[src/rtl/regfile_pkg.sv]
// rtl/regfile_pkg.sv - shared defaults and address-range helper for the register bank
package regfile_pkg;

    localparam int unsigned DEF_WIDTH    = 32;
    localparam int unsigned DEF_DEPTH    = 32;
    localparam bit          DEF_ZERO_REG = 1'b1;
    localparam bit          DEF_BYPASS   = 1'b1;

    // Widest address any legal DEPTH (<= 256) can need.
    localparam int unsigned MAX_AW = 8;

    // Unsigned compare, so the result does not depend on the caller's address width.
    function automatic logic addr_valid(input logic [MAX_AW-1:0] addr,
                                        input int unsigned       depth);
        return {{(32-MAX_AW){1'b0}}, addr} < depth;
    endfunction

endpackage

[src/rtl/regfile_word.sv]
// rtl/regfile_word.sv - one storage word with async active-low clear and active-low load
module regfile_word
    import regfile_pkg::*;
#(
    parameter int unsigned WIDTH = DEF_WIDTH
) (
    input  logic             clk_i,
    input  logic             clrn_i,
    input  logic             wen_i,
    input  logic [WIDTH-1:0] wdata_i,
    output logic [WIDTH-1:0] q_o
);

    always_ff @(posedge clk_i or negedge clrn_i) begin
        if (!clrn_i) begin
            q_o <= '0;
        end else if (!wen_i) begin
            q_o <= wdata_i;
        end
    end

endmodule

[src/rtl/regfile_bank.sv]
// rtl/regfile_bank.sv - DEPTH x WIDTH register bank, one write port, two registered read ports
module regfile_bank
    import regfile_pkg::*;
#(
    parameter int unsigned WIDTH    = DEF_WIDTH,
    parameter int unsigned DEPTH    = DEF_DEPTH,
    parameter bit          ZERO_REG = DEF_ZERO_REG,
    parameter bit          BYPASS   = DEF_BYPASS,
    localparam int unsigned AW      = $clog2(DEPTH)
) (
    input  logic             clk_i,
    input  logic             clrn_i,
    input  logic             wen_i,
    input  logic [AW-1:0]    waddr_i,
    input  logic [WIDTH-1:0] wdata_i,
    input  logic [AW-1:0]    raddr_a_i,
    input  logic [AW-1:0]    raddr_b_i,
    output logic [WIDTH-1:0] rdata_a_o,
    output logic [WIDTH-1:0] rdata_b_o,
    output logic             err_o
);

    logic [WIDTH-1:0] word_q [DEPTH];
    logic             w_valid;
    logic             ra_valid;
    logic             rb_valid;
    logic             wr_en;
    logic [WIDTH-1:0] rd_a_d;
    logic [WIDTH-1:0] rd_b_d;

    assign w_valid  = addr_valid(MAX_AW'(waddr_i), DEPTH);
    assign ra_valid = addr_valid(MAX_AW'(raddr_a_i), DEPTH);
    assign rb_valid = addr_valid(MAX_AW'(raddr_b_i), DEPTH);
    assign wr_en    = !wen_i && w_valid;

    for (genvar i = 0; i < DEPTH; i++) begin : g_word
        if (ZERO_REG && i == 0) begin : g_zero
            // No storage: writes to word 0 simply have nowhere to land.
            assign word_q[i] = '0;
        end else begin : g_reg
            logic load_n;
            assign load_n = !(wr_en && waddr_i == AW'(i));
            regfile_word #(
                .WIDTH (WIDTH)
            ) u_word (
                .clk_i   (clk_i),
                .clrn_i  (clrn_i),
                .wen_i   (load_n),
                .wdata_i (wdata_i),
                .q_o     (word_q[i])
            );
        end
    end

    // The zero-word check sits above the bypass so word 0 never forwards write data.
    always_comb begin
        rd_a_d = '0;
        if (ra_valid && !(ZERO_REG && raddr_a_i == '0)) begin
            if (BYPASS && wr_en && waddr_i == raddr_a_i) begin
                rd_a_d = wdata_i;
            end else begin
                rd_a_d = word_q[raddr_a_i];
            end
        end
    end

    always_comb begin
        rd_b_d = '0;
        if (rb_valid && !(ZERO_REG && raddr_b_i == '0)) begin
            if (BYPASS && wr_en && waddr_i == raddr_b_i) begin
                rd_b_d = wdata_i;
            end else begin
                rd_b_d = word_q[raddr_b_i];
            end
        end
    end

    always_ff @(posedge clk_i or negedge clrn_i) begin
        if (!clrn_i) begin
            rdata_a_o <= '0;
            rdata_b_o <= '0;
            err_o     <= 1'b0;
        end else begin
            rdata_a_o <= rd_a_d;
            rdata_b_o <= rd_b_d;
            // Sticky: only reset clears it.
            err_o     <= err_o | (!wen_i && !w_valid) | !ra_valid | !rb_valid;
        end
    end

endmodule

[config.mk]
export PLATFORM = sky130hd
export DESIGN_NAME = regfile_bank
export DESIGN_NICKNAME = d
export VERILOG_FILES = /design/src/rtl/regfile_pkg.sv /design/src/rtl/regfile_word.sv /design/src/rtl/regfile_bank.sv
export SDC_FILE = /design/constraint.sdc
export NUM_CORES = 2
export LEC_CHECK = 0
export CORE_UTILIZATION = 31
export DETAILED_ROUTE_END_ITERATION = 8
export GPL_TIMING_DRIVEN = 1
export PLACE_DENSITY = 0.54
export SLEW_MARGIN = 20
export SYNTH_ARGS = -nofsm -noshare
export SYNTH_HDL_FRONTEND = slang
export SYNTH_HIERARCHICAL = 1
export SYNTH_SLANG_ARGS = --single-unit
[constraint.sdc]
create_clock -name clk_i -period 1.59 [get_ports clk_i]
set_input_delay 0.477 -clock clk_i [delete_from_list [all_inputs] [get_ports clk_i]]
set_output_delay 0.477 -clock clk_i [all_outputs]
set_load 0.1 [all_outputs]
==> impl_results.rst <==
.. list-table::
   :header-rows: 1

   * - Metric
     - Value
   * - Run status
     - complete, but fails checks
   * - Failing checks
     - negative setup slack
   * - Clock root buffer
     - sky130_fd_sc_hd__clkbuf_16
   * - Number of violations reported at the end of detailed-routing iteration 0
     - 3666
   * - Max-capacitance violation count
     - 0
   * - Placement Cell Area
     - 0.07324 sq mm
   * - Total of fill cells in the finished design
     - 17700
   * - First-pass GRT wire length
     - 331.8 mm
   * - Combined area of all synthesized cells
     - 0.06070 sq mm
   * - TritonCTS Buffers
     - 118
   * - Total wire length
     - 231.3 mm
   * - Die W
     - 444.5 um
   * - Slowest stage cell, crit path
     - sky130_fd_sc_hd__dfrtp_1
   * - Crit path capture type
     - primary output
   * - Max transition margin
     - 64.23%
   * - Crit path top cell by count
     - sky130_fd_sc_hd__buf_12
   * - Critical path, cell by cell
     - buf_12 -> buf_12
   * - Number of flip-flops and latches in the synthesized netlist
     - 1056
   * - Insertion delay of the later-clocked pin in the worst-skew pair
     - 0.77 ns
   * - Clk_skew
     - 0.04852 ns
   * - Largest fanout on the critical path
     - 1
   * - Min-Delay Startpoint
     - raddr_b_i[3]
   * - Post-layout utilization of the core
     - 41.22%
   * - Syn Inst Count
     - 3829
   * - Aggregate global-route resource usage
     - 23.11%
   * - Most common flop cell mapped by yosys
     - sky130_fd_sc_hd__dfrtp_1
   * - Switching power summed over all nets
     - 0.02748 W
   * - Power Density
     - 1157 mW/mm^2
   * - Worst Hold Slack
     - 0.2904 ns
   * - Routability Congestion
     - 0.8832
   * - Row count
     - 162
   * - Fraction of power spent switching nets
     - 29.59%
   * - Total vias in the final route
     - 41100
   * - Total count of hold-check failures in the final report
     - 0
   * - Flop pwr share
     - 39.4%
   * - Count of buffers from port buffering
     - 113
   * - Syn-to-layout area delta
     - 32.29%
   * - Remaining antenna violation count
     - 0
   * - Reg-to-reg endpoint
     - rdata_b_o[30]
   * - Actual slew at the worst max-slew pin
     - 0.5366 ns
   * - H-tree levels
     - 3
   * - Lkg Pwr
     - 38.34 nW
   * - Most frequent cells in the layout
     - sky130_fd_sc_hd__dfrtp_1 (1023), sky130_fd_sc_hd__mux2_4 (946), sky130_fd_sc_hd__buf_4 (732)
   * - Share of total power in combinational logic
     - 29.5%
   * - Most Used Layer, Global Route
     - met2
   * - Final setup violation count
     - 105
   * - Post-synthesis sequential area ratio
     - 43.53%
   * - Arrival time at the worst endpoint
     - 1.51 ns
   * - Share of the cycle needed by the critical path after routing
     - 125.2%
   * - Wire length per cell
     - 30.84 um
   * - Setup repair after global routing missed its margin
     - true
   * - Floorplan die height
     - 444.5 um
   * - Slew Limit Fails
     - 0
   * - HPWL reported at the end of detailed placement
     - 158.7 mm
   * - Number of sinks driven by the clock tree
     - 1056
   * - Via count of the first global-routing pass
     - 43320
   * - Worst setup path startpoint
     - rdata_a_o[17]
   * - EDFF count, synth
     - 0
   * - Area of the core
     - 0.1948 sq mm
   * - Met1 layer usage reported by global route
     - 31.06%
   * - Worst Hold Path Cells
     - 4
   * - Layout cell share with drive strength beyond 1
     - 64.01%
   * - Number of nets in the layout
     - 4824
   * - Clock-pin slew on the worst setup and hold paths
     - 0.06 ns
   * - Warnings from Yosys
     - 6
   * - Portion of synthesized cell area occupied by the leading cell type
     - 43.53%
   * - Upper clock frequency limit
     - 502.2 MHz
   * - Part of the power in the clock network
     - 31.1%
   * - Post-route cell area
     - 0.08030 sq mm
   * - Yosys top cell by area
     - sky130_fd_sc_hd__dfrtp_1
   * - Worst endpoint required time
     - 1.11 ns
   * - Cell types occupying the most area after synthesis
     - sky130_fd_sc_hd__dfrtp_1 (44%), sky130_fd_sc_hd__mux2_4 (23%), sky130_fd_sc_hd__mux4_2 (13%)
   * - Post-layout worst setup margin
     - -0.4014 ns
   * - Met3 layer usage reported by global route
     - 3.175%
   * - Initial standard-cell utilization of the core
     - 31.16%
   * - Most common cell after layout, fill and taps aside
     - sky130_fd_sc_hd__dfrtp_1
   * - I/O pin cnt
     - 115
   * - Met2 track utilization from global routing
     - 37.74%
   * - Synth cell types
     - 58
   * - Worst VDD drop
     - 1.104 mV
   * - Per-cell via count in the routed design
     - 5.478
   * - Delay of the slowest critical-path stage
     - 0.42 ns
   * - Cell count of the worst reg-to-reg path
     - 5
   * - Type of the tightest min-delay check
     - in -> reg
   * - Pin count of the biggest net entering global routing
     - 70
   * - Mapped Nets
     - 3879
   * - Clock tree from TritonCTS
     - yes
   * - Fraction of registers with async set or reset after synthesis
     - 100.0%
   * - Endpoint of the worst hold-timing path
     - rdata_b_o[30]
   * - Antenna violations before repair
     - 2
   * - Max Root-Sink Buffers
     - 3
   * - Overflow left after global routing
     - 0
   * - Cell internal power dissipation
     - 0.06539 W
   * - Final critical path time including I/O delays and setup
     - 1.991 ns
   * - DRC violations left
     - 0
   * - Mean instance size in the synthesized netlist
     - 15.85 sq um
   * - Total iterations of the first detailed-routing run
     - 6
   * - Area of the die
     - 0.1976 sq mm
   * - Startpoint class of the critical path
     - flip-flop
   * - Startpoint of the worst-slack reg-to-reg timing path
     - g_word[12].g_reg.u_word/q_o[30]
   * - Minimum setup slack among reg-to-reg paths
     - -0.15 ns
   * - Classification of the worst setup path
     - reg -> out
kinds of logic after synthesis:
group,after synthesis,synth area share [%]
flip-flops,1056,43.53
AND/OR/NAND/NOR,385,3.018
XOR/XNOR,10,0.1443
multiplexers,1641,42.30
buffers and inverters,354,6.099
AO/OA/AOI/OAI,382,4.902
other,1,0.006178
synthesized netlist by cell type (all sizes together), types with 7 or more instances:
library cell	instances
a2111oi	17
a211oi	18
a21oi	32
a221o	11
a221oi	65
a22o	10
a22oi	61
buf	286
clkbuf	67
dfrtp	1056
mux2	1110
mux2i	184
mux4	347
nand2	72
nand2b	12
nand3	12
nor2	133
nor2b	34
nor3	75
nor4	30
o211ai	7
o21ai	7
o221ai	35
o22ai	81
o41ai	18
final cells by class:
class,instances,area (sq um),share of cell area [%]
Tap cell,2624,3283,4.089
Multi-Input combinational cell,2419,32740,40.77
Clock inverter,45,570.5,0.7105
Antenna cell,2,5.005,0.006233
Inverter,1,3.754,0.004675
Timing Repair Buffer,1178,13730,17.09
Sequential cell,1056,26470,32.96
Clock buffer,177,3505,4.365
flip-flops by register name (all words and copies together), names as in the netlist:
| register | cells |
|---|---|
| g_word.g_reg.u_word/q_o | 992 |
| rdata_b_o | 32 |
| rdata_a_o | 32 |
routing by layer:
metal	routed length [um]	vias up	share of wire [%]
li1	-	16720	-
met1	98190	22300	42
met2	110600	1629	48
met3	12640	441	5.5
met4	9860	0	4.3
met5	0	-	0
repair_timing:
item                                    4_1_cts  5_1_grt
endpoints found under the hold margin       280        0
gates resized for setup                     329      124
pin swaps                                   112       61
buffers inserted                             80       30
hold buffers                                  1        0
gates cloned                                  4        3
endpoints found under the setup margin     1110      150
power groups by stage:
| stage | Combinational (W) | Sequential (W) | Clock (W) |
|---|---|---|---|
| 2_1_floorplan | 0.0143 | 0.0369 | 0 |
| 3_3_place_gp | 0.0251 | 0.0366 | 0 |
| 3_5_place_dp | 0.0254 | 0.0367 | 0 |
| 4_1_cts | 0.0268 | 0.0364 | 0.0293 |
| 5_1_grt | 0.0288 | 0.0371 | 0.0304 |
| 6_report | 0.0274 | 0.0366 | 0.0289 |
worst max-delay path by stage:
stage                                                 end  slack, ns
after floorplan                              rdata_a_o[0]      -0.39
after global placement     g_word[18].g_reg.u_word/q_o[4]      -1.45
after detailed placement  g_word[18].g_reg.u_word/q_o[18]      -1.41
after CTS                                   rdata_a_o[17]      -0.46
after global routing                        rdata_a_o[17]      -0.45
final                                       rdata_a_o[17]      -0.40
worst max-delay path, delay by kind of cell, from the launching register on:
family | cells | cell delay, ns
buf+inv | 2 | 0.32
flops | 1 | 0.42
metrics by stage:
stage                     power (W)  worst slack, ns  setup TNS [ns]  instances
after floorplan             0.05124          -0.3897         -291.87       3829
after global placement      0.06177           -1.451        -1075.76       7189
after detailed placement    0.06218           -1.407        -1065.80       7189
after CTS                   0.09251          -0.4601          -24.34       7472
after global routing        0.09620          -0.4463          -24.99       7500
final                       0.09287          -0.4014          -20.90       7502
No activity file was read; power rests on OpenSTA's default activity.
